<file path="src/rtl/idli_sqi_ctrl_if.sv">
// Request/response port of the idli SQI memory controller.
// The core drives the master side; the controller implements the slave side.
interface idli_sqi_ctrl_if;
  logic        req_valid;
  logic        req_ready;
  logic        req_we;
  logic [15:0] req_addr;
  logic [15:0] req_wdata;
  logic        rsp_valid;
  logic [15:0] rsp_data;

  modport master (
    output req_valid, req_we,
    output req_addr, req_wdata,
    input  req_ready,
    input  rsp_valid, rsp_data
  );

  modport slave (
    input  req_valid, req_we,
    input  req_addr, req_wdata,
    output req_ready,
    output rsp_valid, rsp_data
  );
endinterface

</file>
<file path="src/rtl/idli_sqi_ctrl.sv">
// SQI word controller: cmd, 24-bit addr, dummy, 4 data nibbles.
// Define SQI_BURST_EN to keep CS# low for sequential words (BHOLD).
module idli_sqi_ctrl #(
  parameter int         DUMMY_NIBBLES = 2,
  parameter int         CS_GAP        = 2,
  parameter logic [7:0] CMD_READ      = 8'h03,
  parameter logic [7:0] CMD_WRITE     = 8'h02
) (
  input  logic         clk,
  input  logic         rst_n,
  idli_sqi_ctrl_if.slave bus,
  output logic         sqi_sck,
  output logic         sqi_cs_n,
  output logic [3:0]   sqi_sd_out,
  output logic [3:0]   sqi_sd_oe,
  input  logic [3:0]   sqi_sd_in
);

  localparam logic [3:0] LDUM = 4'(DUMMY_NIBBLES);
  localparam logic [3:0] LGAP = 4'(CS_GAP - 1);

  typedef enum logic [2:0] {
    S_IDLE,
    S_CMD,
    S_ADDR,
    S_DUMMY,
    S_DATA,
    S_GAP
`ifdef SQI_BURST_EN
    , S_BHOLD
`endif
  } st_t;

  st_t         r_st, w_nx;
  logic [3:0]  r_cnt, w_cnt_nx;
  logic        r_ph, w_ph_nx;
  logic        r_pend, w_pend_nx;
  logic        r_we;
  logic [15:0] r_addr, r_wdata;
  logic [11:0] r_rx;
  logic        r_smp, r_done;
  logic        r_rsp_valid;
  logic [15:0] r_rsp_data;
  logic        w_acc, w_done, w_smp, w_rdy;
  logic        w_sck, w_cs_n;
  logic [3:0]  w_oe, w_sd;
  logic [31:0] w_hdr;
  logic [3:0]  w_hdr_nib, w_wd_nib;
  logic        w_seq;

  assign w_hdr = {r_we ? CMD_WRITE : CMD_READ,
                  7'b0, r_addr, 1'b0};
  assign w_hdr_nib = w_hdr[{~r_cnt[2:0], 2'b11} -: 4];
  assign w_wd_nib  = r_wdata[{~r_cnt[1:0], 2'b11} -: 4];

`ifdef SQI_BURST_EN
  // 17-bit compare so 16'hFFFF -> 16'h0000 is not sequential
  assign w_seq = (bus.req_we == r_we) &&
                 (({1'b0, r_addr} + 17'd1) ==
                  {1'b0, bus.req_addr});
`else
  assign w_seq = 1'b0;
`endif

  assign bus.req_ready = w_rdy;
  assign bus.rsp_valid = r_rsp_valid;
  assign bus.rsp_data  = r_rsp_data;

  always_comb begin
    w_nx      = r_st;
    w_cnt_nx  = r_cnt;
    w_ph_nx   = 1'b0;
    w_pend_nx = r_pend;
    w_acc     = 1'b0;
    w_done    = 1'b0;
    w_smp     = 1'b0;
    w_rdy     = 1'b0;
    w_sck     = 1'b0;
    w_cs_n    = 1'b1;
    w_oe      = 4'h0;
    w_sd      = 4'h0;
    unique case (r_st)
      S_IDLE: begin
        w_rdy = 1'b1;
        if (bus.req_valid) begin
          w_acc    = 1'b1;
          w_cnt_nx = 4'd0;
          w_nx     = S_CMD;
        end
      end
      S_CMD, S_ADDR: begin
        w_cs_n  = 1'b0;
        w_sck   = r_ph;
        w_oe    = 4'hF;
        w_sd    = w_hdr_nib;
        w_ph_nx = ~r_ph;
        if (r_ph) begin
          w_cnt_nx = r_cnt + 4'd1;
          if (r_cnt == 4'd1) w_nx = S_ADDR;
          if (r_cnt == 4'd7) begin
            w_cnt_nx = 4'd0;
            w_nx = (!r_we && LDUM != 4'd0) ?
                   S_DUMMY : S_DATA;
          end
        end
      end
      S_DUMMY: begin
        w_cs_n  = 1'b0;
        w_sck   = r_ph;
        w_ph_nx = ~r_ph;
        if (r_ph) begin
          w_cnt_nx = r_cnt + 4'd1;
          if (r_cnt == LDUM - 4'd1) begin
            w_cnt_nx = 4'd0;
            w_nx     = S_DATA;
          end
        end
      end
      S_DATA: begin
        w_cs_n  = 1'b0;
        w_sck   = r_ph;
        w_oe    = r_we ? 4'hF : 4'h0;
        w_sd    = r_we ? w_wd_nib : 4'h0;
        w_smp   = !r_we && r_ph;
        w_ph_nx = ~r_ph;
        if (r_ph) begin
          w_cnt_nx = r_cnt + 4'd1;
          if (r_cnt == 4'd3) begin
            w_done   = 1'b1;
            w_cnt_nx = 4'd0;
`ifdef SQI_BURST_EN
            w_nx = S_BHOLD;
`else
            w_nx = S_GAP;
`endif
          end
        end
      end
      S_GAP: begin
        if (r_cnt == LGAP) begin
          w_cnt_nx  = 4'd0;
          w_pend_nx = 1'b0;
          w_nx      = r_pend ? S_CMD : S_IDLE;
        end else begin
          w_cnt_nx = r_cnt + 4'd1;
        end
      end
`ifdef SQI_BURST_EN
      S_BHOLD: begin
        w_cs_n = 1'b0;
        w_rdy  = 1'b1;
        if (bus.req_valid) begin
          w_acc    = 1'b1;
          w_cnt_nx = 4'd0;
          if (w_seq) begin
            w_nx = S_DATA;
          end else begin
            w_nx      = S_GAP;
            w_pend_nx = 1'b1;
          end
        end
      end
`endif
      default: w_nx = S_IDLE;
    endcase
  end

  // Pins lag the FSM by one cycle; r_smp marks the edge ending pin phase H
  always_ff @(posedge clk or negedge rst_n) begin
    if (!rst_n) begin
      r_st        <= S_IDLE;
      r_cnt       <= 4'd0;
      r_ph        <= 1'b0;
      r_pend      <= 1'b0;
      r_we        <= 1'b0;
      r_addr      <= 16'h0000;
      r_wdata     <= 16'h0000;
      r_rx        <= 12'h000;
      r_smp       <= 1'b0;
      r_done      <= 1'b0;
      r_rsp_valid <= 1'b0;
      r_rsp_data  <= 16'h0000;
      sqi_sck     <= 1'b0;
      sqi_cs_n    <= 1'b1;
      sqi_sd_out  <= 4'h0;
      sqi_sd_oe   <= 4'h0;
    end else begin
      r_st        <= w_nx;
      r_cnt       <= w_cnt_nx;
      r_ph        <= w_ph_nx;
      r_pend      <= w_pend_nx;
      r_smp       <= w_smp;
      r_done      <= w_done;
      r_rsp_valid <= r_done;
      sqi_sck     <= w_sck;
      sqi_cs_n    <= w_cs_n;
      sqi_sd_out  <= w_sd;
      sqi_sd_oe   <= w_oe;
      if (w_acc) begin
        r_we    <= bus.req_we;
        r_addr  <= bus.req_addr;
        r_wdata <= bus.req_wdata;
      end
      if (r_smp) r_rx <= {r_rx[7:0], sqi_sd_in};
      if (r_done)
        r_rsp_data <= r_we ? 16'h0000 :
                      {r_rx, sqi_sd_in};
    end
  end

endmodule
</file>
<file path="src/flat_wrapper.sv">
// flat-port wrapper written by rule: the top's interface ports become plain ports
module idli_sqi_ctrl_flat 
#(
  parameter int         DUMMY_NIBBLES = 2,
  parameter int         CS_GAP        = 2,
  parameter logic [7:0] CMD_READ      = 8'h03,
  parameter logic [7:0] CMD_WRITE     = 8'h02
)
  (clk, rst_n, sqi_sck, sqi_cs_n, sqi_sd_out, sqi_sd_oe, sqi_sd_in, bus_req_valid, bus_req_we, bus_req_addr, bus_req_wdata, bus_req_ready, bus_rsp_valid, bus_rsp_data);
  idli_sqi_ctrl_if bus_i ();
  input  logic clk;
  input  logic rst_n;
  output logic sqi_sck;
  output logic sqi_cs_n;
  output logic [3:0] sqi_sd_out;
  output logic [3:0] sqi_sd_oe;
  input  logic [3:0] sqi_sd_in;
  input wire logic [$bits(bus_i.req_valid)-1:0] bus_req_valid;
  input wire logic [$bits(bus_i.req_we)-1:0] bus_req_we;
  input wire logic [$bits(bus_i.req_addr)-1:0] bus_req_addr;
  input wire logic [$bits(bus_i.req_wdata)-1:0] bus_req_wdata;
  output wire logic [$bits(bus_i.req_ready)-1:0] bus_req_ready;
  output wire logic [$bits(bus_i.rsp_valid)-1:0] bus_rsp_valid;
  output wire logic [$bits(bus_i.rsp_data)-1:0] bus_rsp_data;
  assign bus_i.req_valid = bus_req_valid;
  assign bus_i.req_we = bus_req_we;
  assign bus_i.req_addr = bus_req_addr;
  assign bus_i.req_wdata = bus_req_wdata;
  assign bus_req_ready = bus_i.req_ready;
  assign bus_rsp_valid = bus_i.rsp_valid;
  assign bus_rsp_data = bus_i.rsp_data;
  idli_sqi_ctrl #(.DUMMY_NIBBLES(DUMMY_NIBBLES), .CS_GAP(CS_GAP), .CMD_READ(CMD_READ), .CMD_WRITE(CMD_WRITE)) u_core (.clk(clk), .rst_n(rst_n), .bus(bus_i), .sqi_sck(sqi_sck), .sqi_cs_n(sqi_cs_n), .sqi_sd_out(sqi_sd_out), .sqi_sd_oe(sqi_sd_oe), .sqi_sd_in(sqi_sd_in));
endmodule
</file>
<file path="config.mk">
export PLATFORM = sky130hd
export DESIGN_NAME = idli_sqi_ctrl_flat
export DESIGN_NICKNAME = d
export VERILOG_FILES = /design/src/rtl/idli_sqi_ctrl_if.sv /design/src/rtl/idli_sqi_ctrl.sv /design/src/flat_wrapper.sv
export SDC_FILE = /design/constraint.sdc
export NUM_CORES = 1
export LEC_CHECK = 0
export CAP_MARGIN = 20
export CORE_MARGIN = 10
export CORE_UTILIZATION = 45
export CTS_CLUSTER_SIZE = 12
export DETAILED_ROUTE_END_ITERATION = 12
export GPL_TIMING_DRIVEN = 0
export HOLD_SLACK_MARGIN = 0.08
export PLACE_DENSITY = 0.71
export SETUP_SLACK_MARGIN = 0.15
export SLEW_MARGIN = 20
export SYNTH_ARGS = -nofsm -noshare
export SYNTH_HDL_FRONTEND = slang
export SYNTH_SLANG_ARGS = --single-unit
</file>
<file path="constraint.sdc">
create_clock -name clk -period 2.8 [get_ports clk]
set_input_delay 0.42 -clock clk [delete_from_list [all_inputs] [get_ports clk]]
set_output_delay 0.42 -clock clk [all_outputs]
set_load 0.02 [all_outputs]
</file>
## After elaboration in Yosys (flattened, before gate mapping)

Cells that the tools add are included.

- Shifts and indexed selects: 2
- Bitwise operators: 3
- Multiplexer cells: 35
- $add $sub $neg: 1
- Equal/unequal tests: 16
- Reductions and logical operators: 8

Operator list:

| operator | count |
|---|---|
| $mux 4 | 9 |
| $shiftx 35x6->4 | 1 |
| $mux 3 | 10 |
| $pmux 4 s5 | 1 |
| $shiftx 19x5->4 | 1 |
| $mux 16 | 1 |
| $pmux 4 s2 | 2 |
| $pmux 3 s5 | 1 |
| $ne 2x1->1 const B | 6 |
| $mux 1 | 11 |
| $reduce_and 8->1 | 1 |
| $eq 3x2->1 const B | 2 |
| $eq 3x3->1 const B | 2 |
| $reduce_and 5->1 | 1 |
| $reduce_bool 5->1 | 1 |
| $add 4x1->4 const B | 1 |
| $eq 4x1->1 const B | 1 |
| $eq 4x2->1 const B | 1 |
| $eq 4x3->1 const B | 1 |
| $reduce_or 4->1 | 1 |
| $eq 3x1->1 const B | 1 |
| $logic_not 3->1 | 1 |
| $ne 3x1->1 const B | 1 |
| $not 3->3 | 1 |
| 6 further kinds | 6 |

- Input port bits: 40
- Output and inout bits: 28
- Word-level logic and storage cells: 80
- Register bits after elaboration: 82

## Logic depth before layout (Yosys ltp)

Gate-level depths: netlist (run 1).

- Depth after elaboration: 5
- Mapped depth: 8

## Worst setup path before layout (run 1)

No wires, ideal clock.

- Path type: flip-flop to flip-flop
- From: reg u_core.r_cnt[1]
- To: reg u_core.r_st[0]
- Buffers on the path: 1
- Period minus slack after synthesis: 2010 ps
- Arrival time: 1882 ps
- Cell stages (with the launch flop): 9
- Path slack: 790 ps
- Path through: dfrtp_1 -> buf_1 -> inv_1 -> ha_1 -> nand2_1 -> a21boi_1 -> o32ai_1 -> a311oi_2 -> mux2_1

- Word-level cells in the longest chain between the ends: 4
- Elaborated cells on any way between the ends: 11
- Classes of those cells: eq/ne (7); mux (3); reduce/logical (1)

Ends and longest elaborated chain:

| what | line | source |
|---|---|---|
| from (decl) | idli_sqi_ctrl.sv:35 | `logic [3:0] r_cnt, w_cnt_nx;` |
| from (signal assigned) | idli_sqi_ctrl.sv:189 | `r_cnt <= w_cnt_nx;` |
| $eq 4x3->1 | idli_sqi_ctrl.sv:100 | `if (r_cnt == 4'd7) begin` |
| $mux 3 | idli_sqi_ctrl.sv:100 |  |
| $mux 3 | idli_sqi_ctrl.sv:97 | `if (r_ph) begin` |
| $pmux 3 s5 | idli_sqi_ctrl.sv:82 | `unique case (r_st)` |
| to (signal assigned) | idli_sqi_ctrl.sv:188 | `r_st <= w_nx;` |
| to (decl) | idli_sqi_ctrl.sv:34 | `st_t r_st, w_nx;` |

Several ways; a longest one is shown, not always the timed one. The select of a mux whose other input is x is not followed.
A chain may end at the register's enable or synchronous reset.

## Final worst setup path (run 1)

- From: reg u_core.r_cnt[1]
- To: reg u_core.r_st[1]

The elaborated chain is that of the path after synthesis.

==> results by group, run 1 <==
Layout
  – Fillers: 639
  – Syn-to-layout area delta: 29.1%
  – Proportion of layout cells with a drive suffix above 1: 27.2%
  – ANT cells: 0
  – Final net count: 390

Yosys
  – Library cells used by synthesis: 49
  – Cell count after synthesis: 268
  – Synth top cells by count: 78 x dfrtp_1, 34 x mux2_2, 17 x a31o_2
  – Async S/R FF share, synth: 100%
  – Syn Nets: 310
  – Syn avg cell area: 13.3 µm²
  – Synth area leaders: dfrtp_1 55%, mux2_2 11%, a31o_2 4.2%
  – Synthesized area: 0.00358 mm²
  – Seq/Total Area, Yosys: 55.3%
  – Ys Warns: 0
  – EDFF count, synth: 0
  – Most instantiated library cell after synthesis: dfrtp_1
  – Yosys top cell area share: 54.6%
  – Main flop type after synthesis: dfrtp_1
  – Yosys top cell by area: dfrtp_1
  – Seq cells post-synth: 79

Power and ir drop
  – Pwr Total: 4.44 mW
  – PD cells: 962 mW/mm²
  – P_leak: 2.03 nW
  – Maximum VDD drop: 0.000472 V

Global routing
  – GRT Total Usage: 13.5%
  – First-pass GRT wire length: 12800 µm
  – Largest net degree at the start of global routing: 56
  – Gr ovfl total: 0
  – Antenna violations before repair: 0
  – Vias in the first global route: 2641

STA
  – RSZ-0062 raised after global routing: false
  – Final number of setup-violating endpoints: 0
  – Worst Clk Skew: 0.00768 ns
  – Slew HR: 59.2%
  – FMAX: 421 MHz
  – Hold slack: 0.487 ns
  – Worst slew pin tran: 0.612 ns
  – Tcrit/Tclk final: 84.7%
  – Tmin final: 2.37 ns
  – Final hold vios: 0
  – Final Max Tran Viols: 0

Clocking
  – Clk sink count: 79
  – # H-tree levels: 3
  – CTS clock-pin slew for the worst setup and hold paths: 0.09 ns
  – Clk_lat worst skew: 0.35 ns
  – Post-cts sizing count: 0
  – Clock buffer depth: 2
  – Cts bufs inserted: 9
  – Root Buffer: clkbuf_8
  – CTS tree: done

Drt
  – Drt pass-1 iters: 4
  – Vias per cell: 5.29
  – Residual DRC: 0
  – Routed wire per std cell: 16.6 µm
  – Routed Antenna Nets: 0
  – DR vias: 2409
  – Final Routed Wirelength: 7540 µm
  – Iter 0 DRT Violations: 108

Worst setup path
  – CP max FO: 10
  – RR Endpoint: u_core.r_st[1]$_DFFE_PN0P_
  – CP Class: reg2reg
  – R2r setup slk: 0.43 ns
  – Max incr delay on CP: 0.51 ns
  – CP Launch Type: flip-flop
  – Worst R2R Path Depth: 8
  – Setup crit end kind: flip-flop
  – Critical R2R Launch: u_core.r_cnt[1]$_DFFE_PN0P_
  – Worst Path Required: 3.04 ns
  – Slowest-stage cell, CP: buf_1
  – Crit path cell chain: buf_1 -> inv_1 -> ha_1 -> nand2_1 -> a21boi_1 -> o32ai_1 -> a311oi_2 -> mux2_1
  – Crit path DAT: 2.62 ns

Floorplan
  – Row count: 32
  – Die ar.: 0.0119 mm²
  – Num ports: 68
  – Core area: 0.00773 mm²
  – Initial Util: 46.3%
  – Die Height: 109 µm
  – Horiz. Die Dim: 109 µm

Status
  – Status: completed

Run
  – Max-Cap Viols: 0

Place
  – IO Port Bufs: 67
  – DPL Wire Length: 5570 µm
  – Gpl congestion: 0.835

Min path
  – Min-delay src: u_core.r_wdata[1]$_DFFE_PN0P_
  – Worst min-delay path class: reg2reg
  – Hold Path End: u_core.r_wdata[1]$_DFFE_PN0P_
  – WHS Path Cells: 1
-- worst max-delay path, delay by kind of cell, from the launching register on --
family / cells / cell delay [ns]
flops: 1 / 0.44
compound gates: 3 / 0.46
buf+inv: 2 / 0.65
mux: 1 / 0.34
simple gates: 1 / 0.10
fa+ha+maj: 1 / 0.28
-- routing by layer --
| layer | up-vias | GRT usage [%] | part of all wire (%) |
|---|---|---|---|
| met5 | - | 0 | 0 |
| met1 | 1187 | 16.6 | 43 |
| met4 | 0 | 6.59 | 2.2 |
| li1 | 1125 | - | - |
| met3 | 16 | 3.95 | 7.7 |
| met2 | 81 | 21.3 | 47 |
-- state kept, by name (all words and copies together), names as in the netlist, 3 cells and up --
| register | flops |
|---|---|
| u_core.sqi_sd_out | 4 |
| u_core.r_rx | 12 |
| u_core.r_cnt | 4 |
| u_core.r_addr | 16 |
| u_core.bus.rsp_data | 16 |
| u_core.r_wdata | 16 |
| u_core.r_st | 3 |
-- stage by stage --
step / utilization [%] / instances / TNS [ns] / area [µm²] / setup WS (ns)
5_1_grt: 59.8 / 455 / 0 / 4620 / 0.225
2_1_floorplan: - / 268 / 0 / 3580 / 0.790
4_1_cts: 59.8 / 455 / 0 / 4620 / 0.399
3_3_place_gp: 56.6 / 437 / -114.12 / 4380 / -1.46
6_report: 59.8 / 455 / 0 / 4620 / 0.427
3_5_place_dp: 56.9 / 438 / 0 / 4400 / 0.425
-- placed cells by master (no fill, tap or decap), drive strengths merged, types with 3 or more instances in the layout --
master / instances
a21oi: 3
a31o: 17
buf: 18
clkbuf: 12
clkdlybuf4s50: 66
dfrtp: 78
inv: 13
mux2: 46
mux2i: 5
mux4: 6
nand2: 6
nand2b: 4
nand3: 3
nor2: 12
nor2b: 16
nor3: 3
o21ai: 5
o22ai: 5
-- how the worst max path moves through the flow --
stage / start / to / slack [ns]
detailed placement: u_core.r_cnt[1]$_DFFE_PN0P_ / u_core.r_st[1]$_DFFE_PN0P_ / 0.43
global route: u_core.r_cnt[1]$_DFFE_PN0P_ / u_core.r_st[1]$_DFFE_PN0P_ / 0.22
finish: u_core.r_cnt[1]$_DFFE_PN0P_ / u_core.r_st[1]$_DFFE_PN0P_ / 0.43
CTS: u_core.r_cnt[1]$_DFFE_PN0P_ / u_core.r_st[1]$_DFFE_PN0P_ / 0.40
global placement: rst_n / u_core.r_wdata[6]$_DFFE_PN0P_ / -1.46
floorplan: u_core.r_cnt[1]$_DFFE_PN0P_ / u_core.r_st[0]$_DFFE_PN0P_ / 0.79
-- layout make-up --
| class | instances | area [µm²] | area share [%] |
|---|---|---|---|
| inverters | 10 | 37.5 | 0.813 |
| repair buffers | 69 | 706 | 15.3 |
| well taps | 102 | 128 | 2.76 |
| clock buffers | 9 | 124 | 2.68 |
| multi-input cells | 160 | 1440 | 31.2 |
| flip-flops and latches | 79 | 1980 | 42.8 |
| plain buffers | 19 | 120 | 2.60 |
| clock inverters | 7 | 85.1 | 1.84 |
-- timing repair --
item	CTS	global route
hold buffers	1	0
hold endpoints to repair	24	0
buffers inserted	0	0
-- report_power, final --
part           internal (mW)  switching (mW)  total, mW  leakage (nW)
Sequential              1.51           0.218       1.73          1.01
Combinational          0.958           0.866       1.82         0.920
Clock                  0.430           0.461      0.891         0.100
Total                   2.90            1.54       4.44          2.03
-- cell families after synthesis --
kind of cell | after synthesis | share of synthesized area, %
DFF | 79 | 55.3
muxes | 57 | 19.7
and+or+nand+nor | 52 | 8.74
AOI/OAI and AO/OA | 44 | 9.72
buffers and inverters | 29 | 4.41
xor gates and xnor gates | 4 | 1.19
adders and majority gates | 3 | 0.979
Note: power is estimated with default switching activity, not from simulation.
==> inputs of run 2 (changes only) <==
PLACE_DENSITY = 0.73   (was 0.71)
clock period = 2.1 ns   (was 2.8 ns; I/O delays follow)
==> run 2 against run 1 <==
  * Wire length rose by 3.6%
  * Clock skew increased by 0.0041 ns
  * Cell count rose by 1.8%
  * Via count rose by 0.25%
  * First-iteration DRC count shrank 39%
  * Critical path type unchanged
  * Utilization increased by 1.8 points
  * Critical path depth stayed put
  * Maximum frequency up 19%
  * Sequential power increased by 34%
  * Sequential share of layout area is 1.2 points lower
  * Highest routed layer unchanged
  * Total power is 39% higher
==> results by group, run 2 (synthesis results as in run 1) <==
Global routing
  – Vias in the first global route: 2556 (-3.2%)
  – GRT Total Usage: 13.8% (+0.28 points)
  – Largest net degree at the start of global routing: 48 (-14%)
  – First-pass GRT wire length: 13000 µm (+2.1%)
  – Gr ovfl total: 0 (unchanged)
  – Antenna violations before repair: 0 (unchanged)

Power and ir drop
  – Pwr Total: 6.16 mW (+39%)
  – PD cells: 1290 mW/mm² (+35%)
  – P_leak: 2.11 nW (+3.5%)
  – Pint: 4.11 mW (+42%)
  – P_sw: 2.05 mW (+33%)
  – Sw frac: 33.2% (-1.5 points)
  – Combinational power share: 42.8% (+1.8 points)
  – Reg power frac: 37.6% (-1.3 points)
  – Clock share of power: 19.6% (-0.4 points)
  – Maximum VDD drop: 0.000612 V (+30%)

Layout
  – Fillers: 612 (-4.2%)
  – Commonest cells after routing, fill and taps aside: 77 x dfrtp_1, 65 x clkdlybuf4s50_1, 34 x mux2_2, 19 x buf_4, 17 x a31o_2
  – Syn-to-layout area delta: 33.1%
  – Proportion of layout cells with a drive suffix above 1: 31.0% (+3.8 points)
  – Final net count: 400 (+2.6%)
  – Area of the multi-input gates: 0.00149 mm² (+3.3%)
  – Sequential Area: 0.00198 mm² (about the same)
  – Commonest non-fill, non-tap cell in the layout: dfrtp_1
  – Finished Cell Area: 0.00476 mm² (+3.0%)
  – ANT cells: 0 (unchanged)

STA
  – Tcrit/Tclk final: 94.6% (+9.8 points)
  – Worst slew pin tran: 0.570 ns (-0.0417 ns)
  – Final Max Tran Viols: 0 (unchanged)
  – Tmin final: 1.99 ns (-0.387 ns)
  – RSZ-0062 raised after global routing: true
  – Slew HR: 62.0% (+2.8 points)
  – Final hold vios: 0 (unchanged)
  – FMAX: 504 MHz (+19%)
  – Worst Clk Skew: 0.0118 ns (+0.00410 ns)
  – Hold slack: 0.464 ns (-0.0229 ns)
  – Final number of setup-violating endpoints: 0 (unchanged)

Status
  – Status: completed

Place
  – Gpl congestion: 0.812 (-2.8%)
  – IO Port Bufs: 67 (unchanged)
  – DPL Wire Length: 5520 µm (-0.98%)
  – Placed cell areas: 0.00440 mm² (about the same)

Worst setup path
  – Setup crit end kind: flip-flop
  – CP Launch Type: flip-flop
  – Worst Path Required: 2.32 ns (-0.72 ns)
  – CP max FO: 5 (-5)
  – Crit path DAT: 2.21 ns (-0.41 ns)
  – CP Class: reg2reg

Min path
  – Worst min-delay path class: in2async

Clocking
  – CTS tree: done
  – CTS clock-pin slew for the worst setup and hold paths: 0.08 ns (about the same)
  – Root Buffer: clkbuf_8
  – Cts bufs inserted: 9 (unchanged)
  – # H-tree levels: 3 (unchanged)
  – Clock buffer depth: 2 (unchanged)
  – Clk_lat worst skew: 0.34 ns (about the same)
  – Clk sink count: 79 (unchanged)

Run
  – Max-Cap Viols: 0 (unchanged)

Floorplan
  – Die Height: 109 µm (unchanged)
  – Die ar.: 0.0119 mm² (unchanged)
  – Initial Util: 46.3% (unchanged)
  – Num ports: 68 (unchanged)
  – Core area: 0.00773 mm² (unchanged)
  – Row count: 32 (unchanged)
  – Horiz. Die Dim: 109 µm (unchanged)

Drt
  – Routed Antenna Nets: 0 (unchanged)
  – Routed wire per std cell: 16.9 µm (+1.8%)
  – Iter 0 DRT Violations: 66 (-39%)
  – DR vias: 2415 (+0.25%)
  – Vias per cell: 5.22 (-1.5%)
  – Drt pass-1 iters: 4 (unchanged)
  – Final Routed Wirelength: 7810 µm (+3.6%)
  – Residual DRC: 0 (unchanged)
## run 2: cell types whose count changed in the layout (fill, tap and decap cells not counted), sizes merged
cell,change
clkdlybuf4s50,-1
inv,-4
clkbuf,+3
bufinv,+1
buf,+9
clkinv,+1
dlygate4sd2,+1
clkinvlp,-2
## run 2: stage by stage
stage	setup TNS [ns]	worst slack (ns)	instances	util [%]
after floorplan	0	0.162	268	-
after global placement	-163.64	-2.08	437	56.6
after detailed placement	-0.266	-0.137	438	57.0
after CTS	0	0.158	456	60.4
after global routing	0	0.0626	463	61.6
final	0	0.114	463	61.6
## run 2: routing by layer
layer  global-route usage (%)  vias up  share of wire [%]
met5                        0        -                  0
met4                     4.99        0               0.91
met3                     4.07        7                6.9
met2                     20.7       67                 45
met1                     18.4     1198                 47
li1                         -     1143                  -
## run 2: what timing repair did
action / CTS / global route
hold endpoints to repair: 32 / 0
buffers inserted: 3 / 7
endpoints found under the setup margin: 5 / 33
hold buffers: 1 / 0
gates resized for setup: 8 / 9
pin swaps: 1 / 4
## run 2: path summary, 6_finish.rpt
kind	start	to	slack, ns	cells past startpoint
worst max-delay path	u_core.r_cnt[1]$_DFFE_PN0P_	u_core.r_st[1]$_DFFE_PN0P_	0.11	8
min in group clk	u_core.r_wdata[2]$_DFFE_PN0P_	u_core.r_wdata[2]$_DFFE_PN0P_	0.49	1
worst min register to register	u_core.r_wdata[2]$_DFFE_PN0P_	u_core.r_wdata[2]$_DFFE_PN0P_	0.49	1
max in group asynchronous	rst_n	u_core.sqi_cs_n$_DFF_PN1_	1.02	3
worst max register to register	u_core.r_cnt[1]$_DFFE_PN0P_	u_core.r_st[1]$_DFFE_PN0P_	0.11	8
worst min-delay path	rst_n	u_core.r_cnt[3]$_DFFE_PN0P_	0.46	2
## run 2: cell type report
class                           count  area share (%)
Sequential cell                    79            41.6
Inverter                           10           0.841
Buffer                             19            2.81
Clock inverter                      3            1.45
Timing Repair Buffer               79            16.4
Clock buffer                       11            2.97
Multi-Input combinational cell    160            31.3
Tap cell                          102            2.68
## run 2: power groups by stage
stage / sequential, mW / combinational (mW) / clock, mW
after detailed placement: 2.33 / 2.46 / 0
after global routing: 2.38 / 2.89 / 1.32
after CTS: 2.31 / 2.53 / 1.24
after global placement: 2.32 / 2.40 / 0
final: 2.32 / 2.63 / 1.21
after floorplan: 2.30 / 1.77 / 0
## run 2: critical path, cell delays in order, from the launching register on
cell      delay (ns)
dfrtp_2         0.44
buf_8           0.13
inv_4           0.05
ha_4            0.17
nand2_4         0.06
a21boi_2        0.16
o32ai_2         0.11
a311oi_2        0.39
mux2_1          0.36
==> inputs of run 3 (changes only) <==
ABC_AREA = 0   (was unset)
GPL_TIMING_DRIVEN = unset   (was 0)
==> run 3 against run 2 <==
  * Critical endpoint is now u_core.r_st[0]$_DFFE_PN0P_
  * Count of clock-buffer cells in the layout shrank 1
  * Sequential share of layout area grew 1.9 points
  * Flip-flop and latch count is the same
  * Utilization shrank 2.7 points
==> results by group, run 3 (synthesis results as in run 1) <==
STA
  – Worst slew pin tran: 0.513 ns (-0.0574 ns)
  – Tcrit/Tclk final: 88.3% (-6.3 points)
  – Setup TNS: 0 ns (unchanged)
  – FMAX: 540 MHz (+7.1%)
  – Tmin final: 1.85 ns (-0.132 ns)
  – RSZ-0062 raised after global routing: false
  – Final Max Tran Viols: 0 (unchanged)
  – Worst Clk Skew: 0.00940 ns (-0.00239 ns)
  – Slew HR: 65.8% (+3.8 points)
  – Final number of setup-violating endpoints: 0 (unchanged)
  – Final hold vios: 0 (unchanged)

Layout
  – Syn-to-layout area delta: 27.2%
  – Commonest cells after routing, fill and taps aside: 77 x dfrtp_1, 65 x clkdlybuf4s50_1, 34 x mux2_2, 17 x a31o_2, 16 x nor2b_1
  – Commonest non-fill, non-tap cell in the layout: dfrtp_1
  – Proportion of layout cells with a drive suffix above 1: 27.6% (-3.4 points)
  – Final net count: 381 (-4.8%)
  – ANT cells: 0 (unchanged)
  – Fin util: 58.9% (-2.7 points)
  – Fillers: 660 (+7.8%)

Drt
  – Drt pass-1 iters: 4 (unchanged)
  – Residual DRC: 0 (unchanged)
  – Vias per cell: 5.20 (-0.23%)
  – Final Routed Wirelength: 7170 µm (-8.3%)
  – Routed Antenna Nets: 0 (unchanged)
  – DR vias: 2321 (-3.9%)
  – Routed wire per std cell: 16.1 µm (-4.8%)
  – Iter 0 DRT Violations: 102 (+55%)

Floorplan
  – Core area: 0.00773 mm² (unchanged)
  – Die ar.: 0.0119 mm² (unchanged)
  – Row count: 32 (unchanged)
  – Initial Util: 46.3% (unchanged)
  – Die Height: 109 µm (unchanged)
  – Horiz. Die Dim: 109 µm (unchanged)
  – Num ports: 68 (unchanged)

Clocking
  – CTS clock-pin slew for the worst setup and hold paths: 0.08 ns (about the same)
  – Cts bufs inserted: 9 (unchanged)
  – Clk sink count: 79 (unchanged)
  – # H-tree levels: 3 (unchanged)
  – Root Buffer: clkbuf_8
  – CTS tree: done
  – Clk_lat worst skew: 0.34 ns (about the same)
  – Clock buffer depth: 2 (unchanged)

Place
  – Gpl congestion: 0.876 (+7.8%)
  – DPL Wire Length: 5180 µm (-6.1%)
  – IO Port Bufs: 67 (unchanged)

Power and ir drop
  – Maximum VDD drop: 0.000609 V (-0.47%)
  – Sw frac: 34.7% (+1.5 points)
  – Reg power frac: 41.9% (+4.3 points)
  – P_sw: 1.97 mW (-4.0%)
  – Clock share of power: 17.2% (-2.4 points)
  – Pint: 3.70 mW (-10%)
  – PD cells: 1250 mW/mm² (-3.8%)
  – Combinational power share: 40.9% (-1.9 points)
  – P_leak: 1.99 nW (-5.3%)

Run
  – Max-Cap Viols: 0 (unchanged)

Global routing
  – Antenna violations before repair: 0 (unchanged)
  – Largest net degree at the start of global routing: 41 (-15%)
  – Vias in the first global route: 2434 (-4.8%)
  – First-pass GRT wire length: 11900 µm (-8.6%)
  – GRT Total Usage: 12.5% (-1.3 points)
  – Gr ovfl total: 0 (unchanged)

Status
  – Status: completed

Min path
  – Worst min-delay path class: in2async

Worst setup path
  – Crit path DAT: 2.07 ns (-0.14 ns)
  – CP Class: reg2reg
  – CP Launch Type: flip-flop
  – Max incr delay on CP: 0.42 ns (-0.02 ns)
  – Top delay family on crit path: compound AO/OA/AOI/OAI gates
  – Worst Path Required: 2.32 ns (about the same)
  – CP max FO: 5 (unchanged)
  – Slowest-stage cell, CP: dfrtp_1
  – Crit path buf inv count: 1 (-1)
  – Crit path cell chain: inv_1 -> ha_2 -> nand2_1 -> a21boi_1 -> o32ai_1 -> a311oi_2 -> mux2_1
  – Setup crit end kind: flip-flop
-- run 3: what timing repair did --
action	in CTS	in global routing
setup endpoints to repair	1	6
hold buffers	1	0
endpoints found under the hold margin	39	0
pin swaps	0	1
gates resized for setup	1	3
setup buffers	0	1
-- run 3: cell type report --
cell class | instances | area, µm² | area share [%]
clock buffers | 10 | 128 | 2.80
multi-input cells | 160 | 1450 | 31.8
inverters | 10 | 37.5 | 0.825
well taps | 102 | 128 | 2.80
repair buffers | 79 | 785 | 17.2
clock inverters | 6 | 47.5 | 1.04
flip-flops and latches | 79 | 1980 | 43.5
-- run 3: path summary, 6_finish.rpt --
path | cells past startpoint | from | endpoint | slack [ns]
setup / recovery | 7 | u_core.r_cnt[1]$_DFFE_PN0P_ | u_core.r_st[0]$_DFFE_PN0P_ | 0.25
hold / removal | 2 | rst_n | u_core.r_rx[9]$_DFFE_PN0P_ | 0.49
setup reg to reg | 7 | u_core.r_cnt[1]$_DFFE_PN0P_ | u_core.r_st[0]$_DFFE_PN0P_ | 0.25
hold reg to reg | 1 | u_core.r_wdata[2]$_DFFE_PN0P_ | u_core.r_wdata[2]$_DFFE_PN0P_ | 0.49
max in group asynchronous | 3 | rst_n | u_core.sqi_cs_n$_DFF_PN1_ | 0.96
min in group clk | 1 | u_core.r_wdata[2]$_DFFE_PN0P_ | u_core.r_wdata[2]$_DFFE_PN0P_ | 0.49
-- run 3: power groups by stage --
stage                     sequential (mW)  combinational [mW]  clock (mW)
after floorplan                      2.30                1.77           0
after global placement               2.38                2.28           0
after detailed placement             2.41                2.32           0
after CTS                            2.38                2.32        1.02
after global routing                 2.45                2.54        1.09
final                                2.37                2.32       0.977
-- run 3: layer usage --
layer | global-route usage (%) | wire [µm] | up-vias
li1 | - | - | 1102
met1 | 16.3 | 3330 | 1144
met2 | 19.2 | 3240 | 66
met3 | 3.54 | 528 | 9
met4 | 5.08 | 76 | 0
met5 | 0 | 0 | -
-- run 3: worst reg2reg max path: stages (launching register included) --
cell and delay (ns):
dfrtp_1 0.42, inv_1 0.09, ha_2 0.22, nand2_1 0.08
a21boi_1 0.15, o32ai_1 0.11, a311oi_2 0.31, mux2_1 0.36
-- run 3: per-stage QoR --
stage | setup slack (ns) | hold slack (ns) | instance area, µm² | cells | power (mW)
final | 0.247 | 0.487 | 4550 | 446 | 5.67
after CTS | 0.170 | 0.489 | 4540 | 445 | 5.72
after detailed placement | 0.191 | 0.327 | 4350 | 428 | 4.73
after global routing | 0.140 | 0.513 | 4550 | 446 | 6.07
after floorplan | 0.162 | 0.0194 | 3580 | 268 | 4.08
after global placement | 0.249 | 0.320 | 4350 | 428 | 4.66
